$ cat config.mk
export PLATFORM = sky130hd
export DESIGN_NAME = mac_seq_ctrl_flat
export DESIGN_NICKNAME = d
export VERILOG_FILES = /design/src/rtl/mac_seq_ctrl_pkg.sv /design/src/rtl/mac_seq_ctrl_if.sv /design/src/rtl/mac_seq_acc.sv /design/src/rtl/mac_seq_ctrl.sv /design/src/flat_wrapper.sv
export SDC_FILE = /design/constraint.sdc
export NUM_CORES = 1
export LEC_CHECK = 0
export ABC_AREA = 1
export CAP_MARGIN = 20
export CELL_PAD_IN_SITES_DETAIL_PLACEMENT = 0
export CELL_PAD_IN_SITES_GLOBAL_PLACEMENT = 2
export CORE_MARGIN = 2
export CORE_UTILIZATION = 28
export DETAILED_ROUTE_END_ITERATION = 8
export PLACE_DENSITY_LB_ADDON = 0.08
export SLEW_MARGIN = 25
export SYNTH_ARGS = -nofsm -noshare
export SYNTH_HDL_FRONTEND = slang
export SYNTH_SLANG_ARGS = --single-unit
$ cat constraint.sdc
create_clock -name i_clk -period 5 [get_ports i_clk]
set_input_delay 0.75 -clock i_clk [delete_from_list [all_inputs] [get_ports i_clk]]
set_output_delay 0.75 -clock i_clk [all_outputs]
set_load 0.01 [all_outputs]
$ cat src/rtl/mac_seq_ctrl_pkg.sv
// Shared widths, mode/state encodings and operand-beat payload for the MAC lane job sequencer.
package mac_seq_ctrl_pkg;

  localparam int unsigned MAC_MIN_WIDTH     = 8;
  localparam int unsigned MAC_INT_WIDTH     = 32;
  localparam int unsigned MAC_LANES         = 4;
  localparam int unsigned MAC_SEQ_ACC_WIDTH = 48;
  localparam int unsigned MAC_SEQ_LEN_WIDTH = 8;

  typedef enum logic [1:0] {
    MAC_SINGLE = 2'b00,
    MAC_DUAL   = 2'b01,
    MAC_QUAD   = 2'b10,
    MAC_NONE   = 2'b11
  } mac_mode_e;

  typedef enum logic [1:0] {
    MAC_SEQ_IDLE = 2'b00,
    MAC_SEQ_RUN  = 2'b01,
    MAC_SEQ_DONE = 2'b10
  } mac_seq_state_e;

  // One operand beat as held in the stage register: {A3,A2,A1,A0} and B.
  typedef struct packed {
    logic [MAC_LANES-1:0][MAC_MIN_WIDTH-1:0] a;
    logic [MAC_MIN_WIDTH-1:0]                b;
  } mac_op_beat_t;

endpackage

$ cat src/rtl/mac_seq_ctrl_if.sv
// Job config, operand-beat and result handshake bundle between fetch logic and the sequencer.
interface mac_seq_ctrl_if #(
  parameter int unsigned LEN_WIDTH = mac_seq_ctrl_pkg::MAC_SEQ_LEN_WIDTH,
  parameter int unsigned ACC_WIDTH = mac_seq_ctrl_pkg::MAC_SEQ_ACC_WIDTH
);
  import mac_seq_ctrl_pkg::*;

  logic                                 cfg_valid;
  logic                                 cfg_ready;
  logic [1:0]                           cfg_mode;
  logic [LEN_WIDTH-1:0]                 cfg_len;
  logic [ACC_WIDTH-1:0]                 cfg_init;

  logic                                 op_valid;
  logic                                 op_ready;
  logic [MAC_LANES*MAC_MIN_WIDTH-1:0]   op_a;
  logic [MAC_MIN_WIDTH-1:0]             op_b;

  logic                                 res_valid;
  logic                                 res_ready;
  logic [ACC_WIDTH-1:0]                 res_data;
  logic                                 res_ovf;

  modport master (
    output cfg_valid, cfg_mode, cfg_len, cfg_init, op_valid, op_a, op_b, res_ready,
    input  cfg_ready, op_ready, res_valid, res_data, res_ovf
  );

  modport slave (
    input  cfg_valid, cfg_mode, cfg_len, cfg_init, op_valid, op_a, op_b, res_ready,
    output cfg_ready, op_ready, res_valid, res_data, res_ovf
  );

endinterface

$ cat src/rtl/mac_seq_acc.sv
// Wide unsigned accumulator with init load; MAC_SEQ_SAT_EN selects clamp-to-ones + sticky ovf
// instead of modulo wrap-around.
module mac_seq_acc
  import mac_seq_ctrl_pkg::*;
#(
  parameter int unsigned ACC_WIDTH = MAC_SEQ_ACC_WIDTH
) (
  input  logic                     i_clk,
  input  logic                     i_rst_n,
  input  logic                     i_load,
  input  logic [ACC_WIDTH-1:0]     i_init,
  input  logic                     i_add_en,
  input  logic [MAC_INT_WIDTH-1:0] i_addend,
  output logic [ACC_WIDTH-1:0]     o_acc,
  output logic                     o_ovf
);

  logic [ACC_WIDTH-1:0] r_acc;

`ifdef MAC_SEQ_SAT_EN
  logic             r_ovf;
  logic [ACC_WIDTH:0] w_sum;

  // Extra MSB captures the carry-out that triggers saturation.
  assign w_sum = {1'b0, r_acc} + (ACC_WIDTH+1)'(i_addend);

  always_ff @(posedge i_clk or negedge i_rst_n) begin
    if (!i_rst_n) begin
      r_acc <= '0;
      r_ovf <= 1'b0;
    end else if (i_load) begin
      r_acc <= i_init;
      r_ovf <= 1'b0;
    end else if (i_add_en) begin
      if (w_sum[ACC_WIDTH]) begin
        r_acc <= '1;
        r_ovf <= 1'b1;
      end else begin
        r_acc <= w_sum[ACC_WIDTH-1:0];
      end
    end
  end

  assign o_ovf = r_ovf;
`else
  logic [ACC_WIDTH-1:0] w_sum;

  assign w_sum = r_acc + ACC_WIDTH'(i_addend);

  always_ff @(posedge i_clk or negedge i_rst_n) begin
    if (!i_rst_n) begin
      r_acc <= '0;
    end else if (i_load) begin
      r_acc <= i_init;
    end else if (i_add_en) begin
      r_acc <= w_sum;
    end
  end

  assign o_ovf = 1'b0;
`endif

  assign o_acc = r_acc;

endmodule

$ cat src/rtl/mac_seq_ctrl.sv
// Job sequencer for one MAC lane: accepts a job, stages operand beats to the multiply array and
// returns the accumulated sum. Optional saturation via MAC_SEQ_SAT_EN (in mac_seq_acc).
module mac_seq_ctrl
  import mac_seq_ctrl_pkg::*;
#(
  parameter int unsigned LEN_WIDTH = MAC_SEQ_LEN_WIDTH,
  parameter int unsigned ACC_WIDTH = MAC_SEQ_ACC_WIDTH
) (
  input  logic                     i_clk,
  input  logic                     i_rst_n,
  mac_seq_ctrl_if.slave            io_bus,
  output logic [MAC_MIN_WIDTH-1:0] o_mul_a0,
  output logic [MAC_MIN_WIDTH-1:0] o_mul_a1,
  output logic [MAC_MIN_WIDTH-1:0] o_mul_a2,
  output logic [MAC_MIN_WIDTH-1:0] o_mul_a3,
  output logic [MAC_MIN_WIDTH-1:0] o_mul_b,
  output logic [1:0]               o_mul_cfg,
  input  logic [MAC_INT_WIDTH-1:0] i_mul_c,
  output logic                     o_busy
);

  mac_seq_state_e       r_state, w_state_next;
  logic [LEN_WIDTH-1:0] r_len, w_len_next;
  logic [LEN_WIDTH-1:0] r_cnt, w_cnt_next;
  logic [1:0]           r_mode;
  mac_op_beat_t         r_stage;
  logic                 r_s_valid;
  logic                 r_cfg_ready, w_cfg_ready_next;
  logic                 r_op_ready, w_op_ready_next;
  logic                 r_res_valid, w_res_valid_next;
  logic                 r_busy, w_busy_next;

  logic                 w_cfg_hs;
  logic                 w_op_hs;
  logic                 w_res_hs;
  logic [ACC_WIDTH-1:0] w_acc;
  logic                 w_ovf;

  assign w_cfg_hs = io_bus.cfg_valid & r_cfg_ready;
  assign w_op_hs  = io_bus.op_valid  & r_op_ready;
  assign w_res_hs = r_res_valid      & io_bus.res_ready;

  // RUN finishes only once every beat is accepted and the stage register has drained into acc.
  always_comb begin
    w_state_next = r_state;
    w_len_next   = r_len;
    w_cnt_next   = r_cnt;
    unique case (r_state)
      MAC_SEQ_IDLE: begin
        if (w_cfg_hs) begin
          w_len_next   = io_bus.cfg_len;
          w_cnt_next   = '0;
          w_state_next = (io_bus.cfg_len == '0) ? MAC_SEQ_DONE : MAC_SEQ_RUN;
        end
      end
      MAC_SEQ_RUN: begin
        if (w_op_hs) begin
          w_cnt_next = r_cnt + LEN_WIDTH'(1);
        end
        if ((r_cnt == r_len) && !r_s_valid) begin
          w_state_next = MAC_SEQ_DONE;
        end
      end
      MAC_SEQ_DONE: begin
        if (w_res_hs) begin
          w_state_next = MAC_SEQ_IDLE;
        end
      end
      default: w_state_next = MAC_SEQ_IDLE;
    endcase
    w_cfg_ready_next = (w_state_next == MAC_SEQ_IDLE);
    w_op_ready_next  = (w_state_next == MAC_SEQ_RUN) && (w_cnt_next < w_len_next);
    w_res_valid_next = (w_state_next == MAC_SEQ_DONE);
    w_busy_next      = (w_state_next != MAC_SEQ_IDLE);
  end

  always_ff @(posedge i_clk or negedge i_rst_n) begin
    if (!i_rst_n) begin
      r_state     <= MAC_SEQ_IDLE;
      r_len       <= '0;
      r_cnt       <= '0;
      r_cfg_ready <= 1'b1;
      r_op_ready  <= 1'b0;
      r_res_valid <= 1'b0;
      r_busy      <= 1'b0;
    end else begin
      r_state     <= w_state_next;
      r_len       <= w_len_next;
      r_cnt       <= w_cnt_next;
      r_cfg_ready <= w_cfg_ready_next;
      r_op_ready  <= w_op_ready_next;
      r_res_valid <= w_res_valid_next;
      r_busy      <= w_busy_next;
    end
  end

  // Stage register holds its last beat when idle so the array inputs stay quiet.
  always_ff @(posedge i_clk or negedge i_rst_n) begin
    if (!i_rst_n) begin
      r_mode    <= 2'b00;
      r_stage   <= '0;
      r_s_valid <= 1'b0;
    end else begin
      r_s_valid <= w_op_hs;
      if (w_cfg_hs) begin
        r_mode <= io_bus.cfg_mode;
      end
      if (w_op_hs) begin
        r_stage.a <= io_bus.op_a;
        r_stage.b <= io_bus.op_b;
      end
    end
  end

  mac_seq_acc #(
    .ACC_WIDTH (ACC_WIDTH)
  ) u_acc (
    .i_clk    (i_clk),
    .i_rst_n  (i_rst_n),
    .i_load   (w_cfg_hs),
    .i_init   (io_bus.cfg_init),
    .i_add_en (r_s_valid),
    .i_addend (i_mul_c),
    .o_acc    (w_acc),
    .o_ovf    (w_ovf)
  );

  assign o_mul_a0  = r_stage.a[0];
  assign o_mul_a1  = r_stage.a[1];
  assign o_mul_a2  = r_stage.a[2];
  assign o_mul_a3  = r_stage.a[3];
  assign o_mul_b   = r_stage.b;
  assign o_mul_cfg = r_mode;
  assign o_busy    = r_busy;

  assign io_bus.cfg_ready = r_cfg_ready;
  assign io_bus.op_ready  = r_op_ready;
  assign io_bus.res_valid = r_res_valid;
  assign io_bus.res_data  = w_acc;
  assign io_bus.res_ovf   = w_ovf;

endmodule
$ cat src/flat_wrapper.sv
// flat-port wrapper written by rule: the top's interface ports become plain ports
module mac_seq_ctrl_flat import mac_seq_ctrl_pkg::*;
#(
  parameter int unsigned LEN_WIDTH = MAC_SEQ_LEN_WIDTH,
  parameter int unsigned ACC_WIDTH = MAC_SEQ_ACC_WIDTH
)
  (i_clk, i_rst_n, o_mul_a0, o_mul_a1, o_mul_a2, o_mul_a3, o_mul_b, o_mul_cfg, i_mul_c, o_busy, io_bus_cfg_valid, io_bus_cfg_mode, io_bus_cfg_len, io_bus_cfg_init, io_bus_op_valid, io_bus_op_a, io_bus_op_b, io_bus_res_ready, io_bus_cfg_ready, io_bus_op_ready, io_bus_res_valid, io_bus_res_data, io_bus_res_ovf);
  mac_seq_ctrl_if #(.LEN_WIDTH(LEN_WIDTH), .ACC_WIDTH(ACC_WIDTH)) io_bus_i ();
  input  logic i_clk;
  input  logic i_rst_n;
  output logic [MAC_MIN_WIDTH-1:0] o_mul_a0;
  output logic [MAC_MIN_WIDTH-1:0] o_mul_a1;
  output logic [MAC_MIN_WIDTH-1:0] o_mul_a2;
  output logic [MAC_MIN_WIDTH-1:0] o_mul_a3;
  output logic [MAC_MIN_WIDTH-1:0] o_mul_b;
  output logic [1:0] o_mul_cfg;
  input  logic [MAC_INT_WIDTH-1:0] i_mul_c;
  output logic o_busy;
  input wire logic [$bits(io_bus_i.cfg_valid)-1:0] io_bus_cfg_valid;
  input wire logic [$bits(io_bus_i.cfg_mode)-1:0] io_bus_cfg_mode;
  input wire logic [$bits(io_bus_i.cfg_len)-1:0] io_bus_cfg_len;
  input wire logic [$bits(io_bus_i.cfg_init)-1:0] io_bus_cfg_init;
  input wire logic [$bits(io_bus_i.op_valid)-1:0] io_bus_op_valid;
  input wire logic [$bits(io_bus_i.op_a)-1:0] io_bus_op_a;
  input wire logic [$bits(io_bus_i.op_b)-1:0] io_bus_op_b;
  input wire logic [$bits(io_bus_i.res_ready)-1:0] io_bus_res_ready;
  output wire logic [$bits(io_bus_i.cfg_ready)-1:0] io_bus_cfg_ready;
  output wire logic [$bits(io_bus_i.op_ready)-1:0] io_bus_op_ready;
  output wire logic [$bits(io_bus_i.res_valid)-1:0] io_bus_res_valid;
  output wire logic [$bits(io_bus_i.res_data)-1:0] io_bus_res_data;
  output wire logic [$bits(io_bus_i.res_ovf)-1:0] io_bus_res_ovf;
  assign io_bus_i.cfg_valid = io_bus_cfg_valid;
  assign io_bus_i.cfg_mode = io_bus_cfg_mode;
  assign io_bus_i.cfg_len = io_bus_cfg_len;
  assign io_bus_i.cfg_init = io_bus_cfg_init;
  assign io_bus_i.op_valid = io_bus_op_valid;
  assign io_bus_i.op_a = io_bus_op_a;
  assign io_bus_i.op_b = io_bus_op_b;
  assign io_bus_i.res_ready = io_bus_res_ready;
  assign io_bus_cfg_ready = io_bus_i.cfg_ready;
  assign io_bus_op_ready = io_bus_i.op_ready;
  assign io_bus_res_valid = io_bus_i.res_valid;
  assign io_bus_res_data = io_bus_i.res_data;
  assign io_bus_res_ovf = io_bus_i.res_ovf;
  mac_seq_ctrl #(.LEN_WIDTH(LEN_WIDTH), .ACC_WIDTH(ACC_WIDTH)) u_core (.i_clk(i_clk), .i_rst_n(i_rst_n), .io_bus(io_bus_i), .o_mul_a0(o_mul_a0), .o_mul_a1(o_mul_a1), .o_mul_a2(o_mul_a2), .o_mul_a3(o_mul_a3), .o_mul_b(o_mul_b), .o_mul_cfg(o_mul_cfg), .i_mul_c(i_mul_c), .o_busy(o_busy));
endmodule
After elaboration in Yosys (flattened, before gate mapping) --
Index checks and enable logic that the tools add are counted. W data, S select, Z words.
Cells by class: add/subtract/negate cells 2, multipliers 0, div/mod/pow operators 0, $lt $le $gt $ge 1, equal/unequal tests 5, shift operators 0, multiplexer cells 12, bitwise operators 3, reduce and logical (&&, ||, !) cells 8
Operators with widths (number):
- $mux W48 | 2
- $add A48 B32 Y48 | 1
- $mux W8 | 4
- $pmux W8 S2 | 1
- $add A8 B1 Y8 const B | 1
- $eq A8 B8 Y1 | 1
- $logic_not A8 Y1 | 1
- $lt A8 B8 Y1 | 1
- $mux W2 | 4
- $pmux W2 S3 | 1
- $eq A2 B1 Y1 const B | 2
- $eq A2 B2 Y1 const B | 2
- $logic_not A2 Y1 | 2
- $reduce_bool A2 Y1 | 2
- $and A1 B1 Y1 | 3
- $logic_and A1 B1 Y1 | 2
- $logic_not A1 Y1 | 1
Storage, ports and cells: register bits after elaboration 113, bits in latches 0, RAM bits 0, bits in read-only memories 0, input port bits 135, output and inout port bits 95, word-level logic and storage cells 46, memories 0

Logic depth before layout (Yosys ltp) --
word-level depth 6, mapped depth 16, mapped depth without buffers 16

Modules after synthesis --
From an unflattened synthesis, not the netlist that was laid out.
Unflattened totals: cell total of the unflattened synthesis 1268, area, all modules 8224.1 sq um
By module, submodules not included:
- mac_seq_acc | times used 1, cells an instance 918, area each 5270.1 sq um, seq. area each 1201.2 sq um
- mac_seq_ctrl | times used 1, cells an instance 350, area each 2954.1 sq um, seq. area each 1627.8 sq um

Least setup slack after synthesis --
No wires, ideal clock.
path kind input port to flip-flop, start point input io_bus_op_valid, end point register u_core.r_op_ready, in the netlist u_core.io_bus.op_ready, library setup time 77 ps, arrival time 2347 ps, data required time 4923 ps, setup slack 2575 ps, stages on the path 13, buffers on the path 1, path through nand2_1 -> inv_1 -> buf_2 -> nand3_1 -> nor3_1 -> nand3_1 -> o21ai_0 -> inv_1 -> ha_1 -> a21oi_1 -> o21a_1 -> nand2_1 -> a21oi_1
On the way: cells in the longest elaborated chain, start to end 5
RTL lines:
- from (decl) | RTL line flat_wrapper.sv:23 | input wire logic [$bits(io_bus_i.op_valid)-1:0] io_bus_op_valid;
- $and A1 B1 Y1 | RTL line mac_seq_ctrl.sv:40 | assign w_op_hs = io_bus.op_valid & r_op_ready;
- $mux W8 | RTL line mac_seq_ctrl.sv:57 | if (w_op_hs) begin
- $pmux W8 S2 | RTL line mac_seq_ctrl.sv:48 | unique case (r_state)
- via u_core.w_cnt_next[7] | RTL line mac_seq_ctrl.sv:24 | logic [LEN_WIDTH-1:0] r_cnt, w_cnt_next;
- $lt A8 B8 Y1 | RTL line mac_seq_ctrl.sv:72 | w_op_ready_next = (w_state_next == MAC_SEQ_RUN) && (w_cnt_next < w_len_next);
- $logic_and A1 B1 Y1 | RTL line mac_seq_ctrl.sv:72
- via u_core.w_op_ready_next | RTL line mac_seq_ctrl.sv:29 | logic r_op_ready, w_op_ready_next;
- to (signal assigned) | RTL line mac_seq_ctrl.sv:91 | r_op_ready <= w_op_ready_next;
- to (decl) | RTL line mac_seq_ctrl.sv:29
The timed path passes the listed nets, and every way through them passes these cells. A chain may end at the register's enable or synchronous reset.

Final worst setup path --
start point input io_bus_cfg_valid, end point register u_core.r_op_ready, in the netlist u_core.io_bus.op_ready
On the way: cells in the longest elaborated chain, start to end 5, elaborated cells on any way between the ends 10, those cells by class 1 x order compare; 1 x eq/ne; 6 x mux; 1 x bitwise; 1 x reduce/logical
RTL lines:
- from (decl) | RTL line flat_wrapper.sv:19 | input wire logic [$bits(io_bus_i.cfg_valid)-1:0] io_bus_cfg_valid;
- $and A1 B1 Y1 | RTL line mac_seq_ctrl.sv:39 | assign w_cfg_hs = io_bus.cfg_valid & r_cfg_ready;
- $mux W8 | RTL line mac_seq_ctrl.sv:50 | if (w_cfg_hs) begin
- $pmux W8 S2 | RTL line mac_seq_ctrl.sv:48
- via u_core.w_cnt_next[7] | RTL line mac_seq_ctrl.sv:24
- $lt A8 B8 Y1 | RTL line mac_seq_ctrl.sv:72
- $logic_and A1 B1 Y1 | RTL line mac_seq_ctrl.sv:72
- via u_core.w_op_ready_next | RTL line mac_seq_ctrl.sv:29
The timed path passes the listed nets, and every way through them passes these cells.

==> flow_summary.toml <==
[sta]
fin_crit_sh = 0.599
tightestPinTransition_ns = 0.842
fin_skew_ns = 0.0103
clock.fmax_mhz = 334
finalSetupViolCount = 0
period_minus_slack_ns = 3.00
hold_viol_final = 0
hold_ws_ns = 0.290
fin_setup_tns_ns = 0
slew_headroom = 0.439
rsz0062_at_grt = "false"
slew_viol_final = 0

[global_routing]
met3_usage = 0.0648
grt_pass1_wl_mm = 51.2
grt.busiest_layer = "met2"
overflow = 0
grt_pass1_vias = 9298
grt_max_degree = 77
grt_use_met1 = 0.248
antenna_found_initial = 3
grtUsageMet2 = 0.344
grtUsageTotal = 0.203

[finish]
syn_to_final_growth_pct = 38.1
final_cells = 2029
drive_gt1_frac = 0.0570
final_cell_mix = "nand2_1, inv_1, clkdlybuf4s50_1"
utilization = 0.392
final_common_cell = "nand2_1"
finalInstanceArea_sq_um = 12000
nets = 1796

[logic_synthesis]
avgSynthCellArea_sq_um = 6.21
synth_top_cell_area_share = 0.323
synth.distinct_cells = 40
synth_nets = 1572
ys_ff_latch = 113
yosysTopAreaCell = "dfrtp_1"
syn_inst = 1396
syn_area_sq_um = 8660
synth_area_leaders = "dfrtp_1, nand2_1, inv_1, ha_1, nand3_1"
yosysSeqAreaShare = 0.326
yosysWarnings = 0

[setup_path]
r2r-end = "u_core.io_bus.op_ready$_DFF_PN0_"
worst_ep_required_time_ns = 5.37
crit_family = "buffers and inverters"
start_kind = "primary input"
critical-path-max-stage-delay_ns = 0.48
path_max_fanout = 27
crit_buf_inv = 4
crit_type = "primary input to flip-flop"
r2r_slack_ns = 2.25
critPathArrivalTime_ns = 3.36
cp-end-kind = "flip-flop"
r2r-start = "u_core.io_bus.cfg_ready$_DFF_PN1_"
path_cells = "clkdlybuf4s50_1, nand2_2, inv_2, nand2_2, inv_1, o21ai_0, o21ai_0, inv_1, ha_1, a21oi_1, o21a_1, nand2_1, a21oi_1"
slowest_stage = "inv_2"
reg2reg_depth = 12

[power_and_ir_drop]
leakage_nw = 6.34
power.density_nw_per_um2 = 588
peakVddDrop_mv = 0.359

[floorplanning]
core_sq_um = 30500
fp-row-count = 64
start_util = 0.284
die_h_um = 180
dieWidth_um = 180
die-area_sq_um = 32400
io_pins = 230

[placement]
hpwl_mm = 25.2
dp.cells = 1997
io_buffers = 228
placed_cell_area_sq_um = 11400
gp_congestion = 0.831

[clock_tree]
cts.clk_slew.worst_paths_ns = 0.06
h-tree-depth = 4
cts_buffers = 17
clock_latency_ns = 0.44
clockRootBuffer = "clkbuf_16"
cts.repair.resized = 0
cts_tree = "built"
cts.sinks = 113
ctsLongestPathBuffers = 2
cts_setup_buffers = 0
ctsHoldBuffers = 0

[drt]
wire_per_inst_um = 15.9
num_vias = 9054
drt_pass1_iterations = 5
vias_per_cell = 4.46
drtIter0Drc = 457
final_antenna_net_count = 0
drt-total-wl_mm = 32.3
remaining_drc_errors = 0

[min_path]
min_path_type = "primary input to asynchronous set/reset pin"

[outcome]
status = "complete, no violations"

[run]
cap_violations = 0
==> where the power goes <==
part / internal [mW] / leakage [nW] / switching, mW
clock: 0.790 / 0.279 / 0.484
sequential: 1.31 / 1.38 / 0.377
combinational: 1.64 / 4.68 / 2.43
total: 3.74 / 6.34 / 3.29
==> layout make-up <==
cell class,instances,area (sq um)
Antenna cell,1,2.50
Clock buffer,21,450
Clock inverter,10,136
Fill cell,3394,18500
Inverter,239,897
Multi-Input combinational cell,1014,4820
Sequential cell,113,2830
Tap cell,396,495
Timing Repair Buffer,235,2330
==> flip-flops by register name (all words and copies together), names as in the netlist, 8 cells and up <==
register,flops
u_core.u_acc.o_acc,48
u_core.r_cnt,8
u_core.o_mul_a2,8
u_core.o_mul_b,8
u_core.o_mul_a1,8
u_core.o_mul_a0,8
u_core.r_len,8
u_core.o_mul_a3,8
==> synth_stat cells <==
master    number
nand2_1      574
inv_1        232
dfrtp_1      112
nor2_1        93
nand3_1       79
o21ai_0       70
ha_1          40
a21oi_1       30
clkbuf_1      18
nand4_1       17
nor2_2        17
xor2_1        16
o21ai_1       10
or2_2         10
nand2_2        9
nor3_1         8
inv_2          6
buf_1          5
buf_2          5
nor2_4         5
o211ai_1       5
nand3_2        4
o22ai_1        4
nor3_2         3
nor4_1         3
o21bai_1       3
xnor2_1        3
buf_4          2
o21a_1         2
a211oi_1       1
a21o_1         1
and2_1         1
clkinv_1       1
conb_1         1
dfstp_2        1
fa_1           1
nand2_4        1
nand3b_1       1
o311ai_0       1
or2_1          1
==> per-stage QoR <==
step | setup slack [ns] | power (mW)
after floorplan | 2.58 | 4.08
after global placement | 1.55 | 5.84
after detailed placement | 1.54 | 5.83
after CTS | 2.00 | 7.15
after global routing | 1.78 | 7.71
final | 2.00 | 7.03
==> cell families (layout without fill, tap and decap cells) <==
family | Yosys count | count (layout) | share of synthesized area
and+or+nand+nor | 826 | 826 | 0.398
buffers and inverters | 269 | 505 | 0.118
AOI/OAI and AO/OA | 127 | 127 | 0.0778
DFF | 113 | 113 | 0.326
adders and majority gates | 41 | 41 | 0.0601
xor gates and xnor gates | 19 | 19 | 0.0192
other | 1 | 2 | 0.000433
==> metal layers <==
metal | wire (um) | vias to the layer above | share of wire
met2 | 15300 | 211 | 0.47
met1 | 14200 | 4089 | 0.44
met5 | 28 | - | 0.00087
met3 | 2230 | 28 | 0.069
met4 | 541 | 4 | 0.017
li1 | - | 4722 | -
==> worst max path at each step <==
stage	to	cells past startpoint	slack [ns]	start
floorplan	u_core.io_bus.op_ready$_DFF_PN0_	13	2.58	io_bus_op_valid
global placement	u_core.io_bus.op_ready$_DFF_PN0_	13	1.55	io_bus_cfg_valid
detailed placement	u_core.io_bus.op_ready$_DFF_PN0_	13	1.54	io_bus_cfg_valid
CTS	u_core.io_bus.op_ready$_DFF_PN0_	13	2.00	io_bus_cfg_valid
global route	u_core.io_bus.op_ready$_DFF_PN0_	13	1.78	io_bus_cfg_valid
finish	u_core.io_bus.op_ready$_DFF_PN0_	13	2.00	io_bus_cfg_valid
No activity file was read; power rests on OpenSTA's default activity.
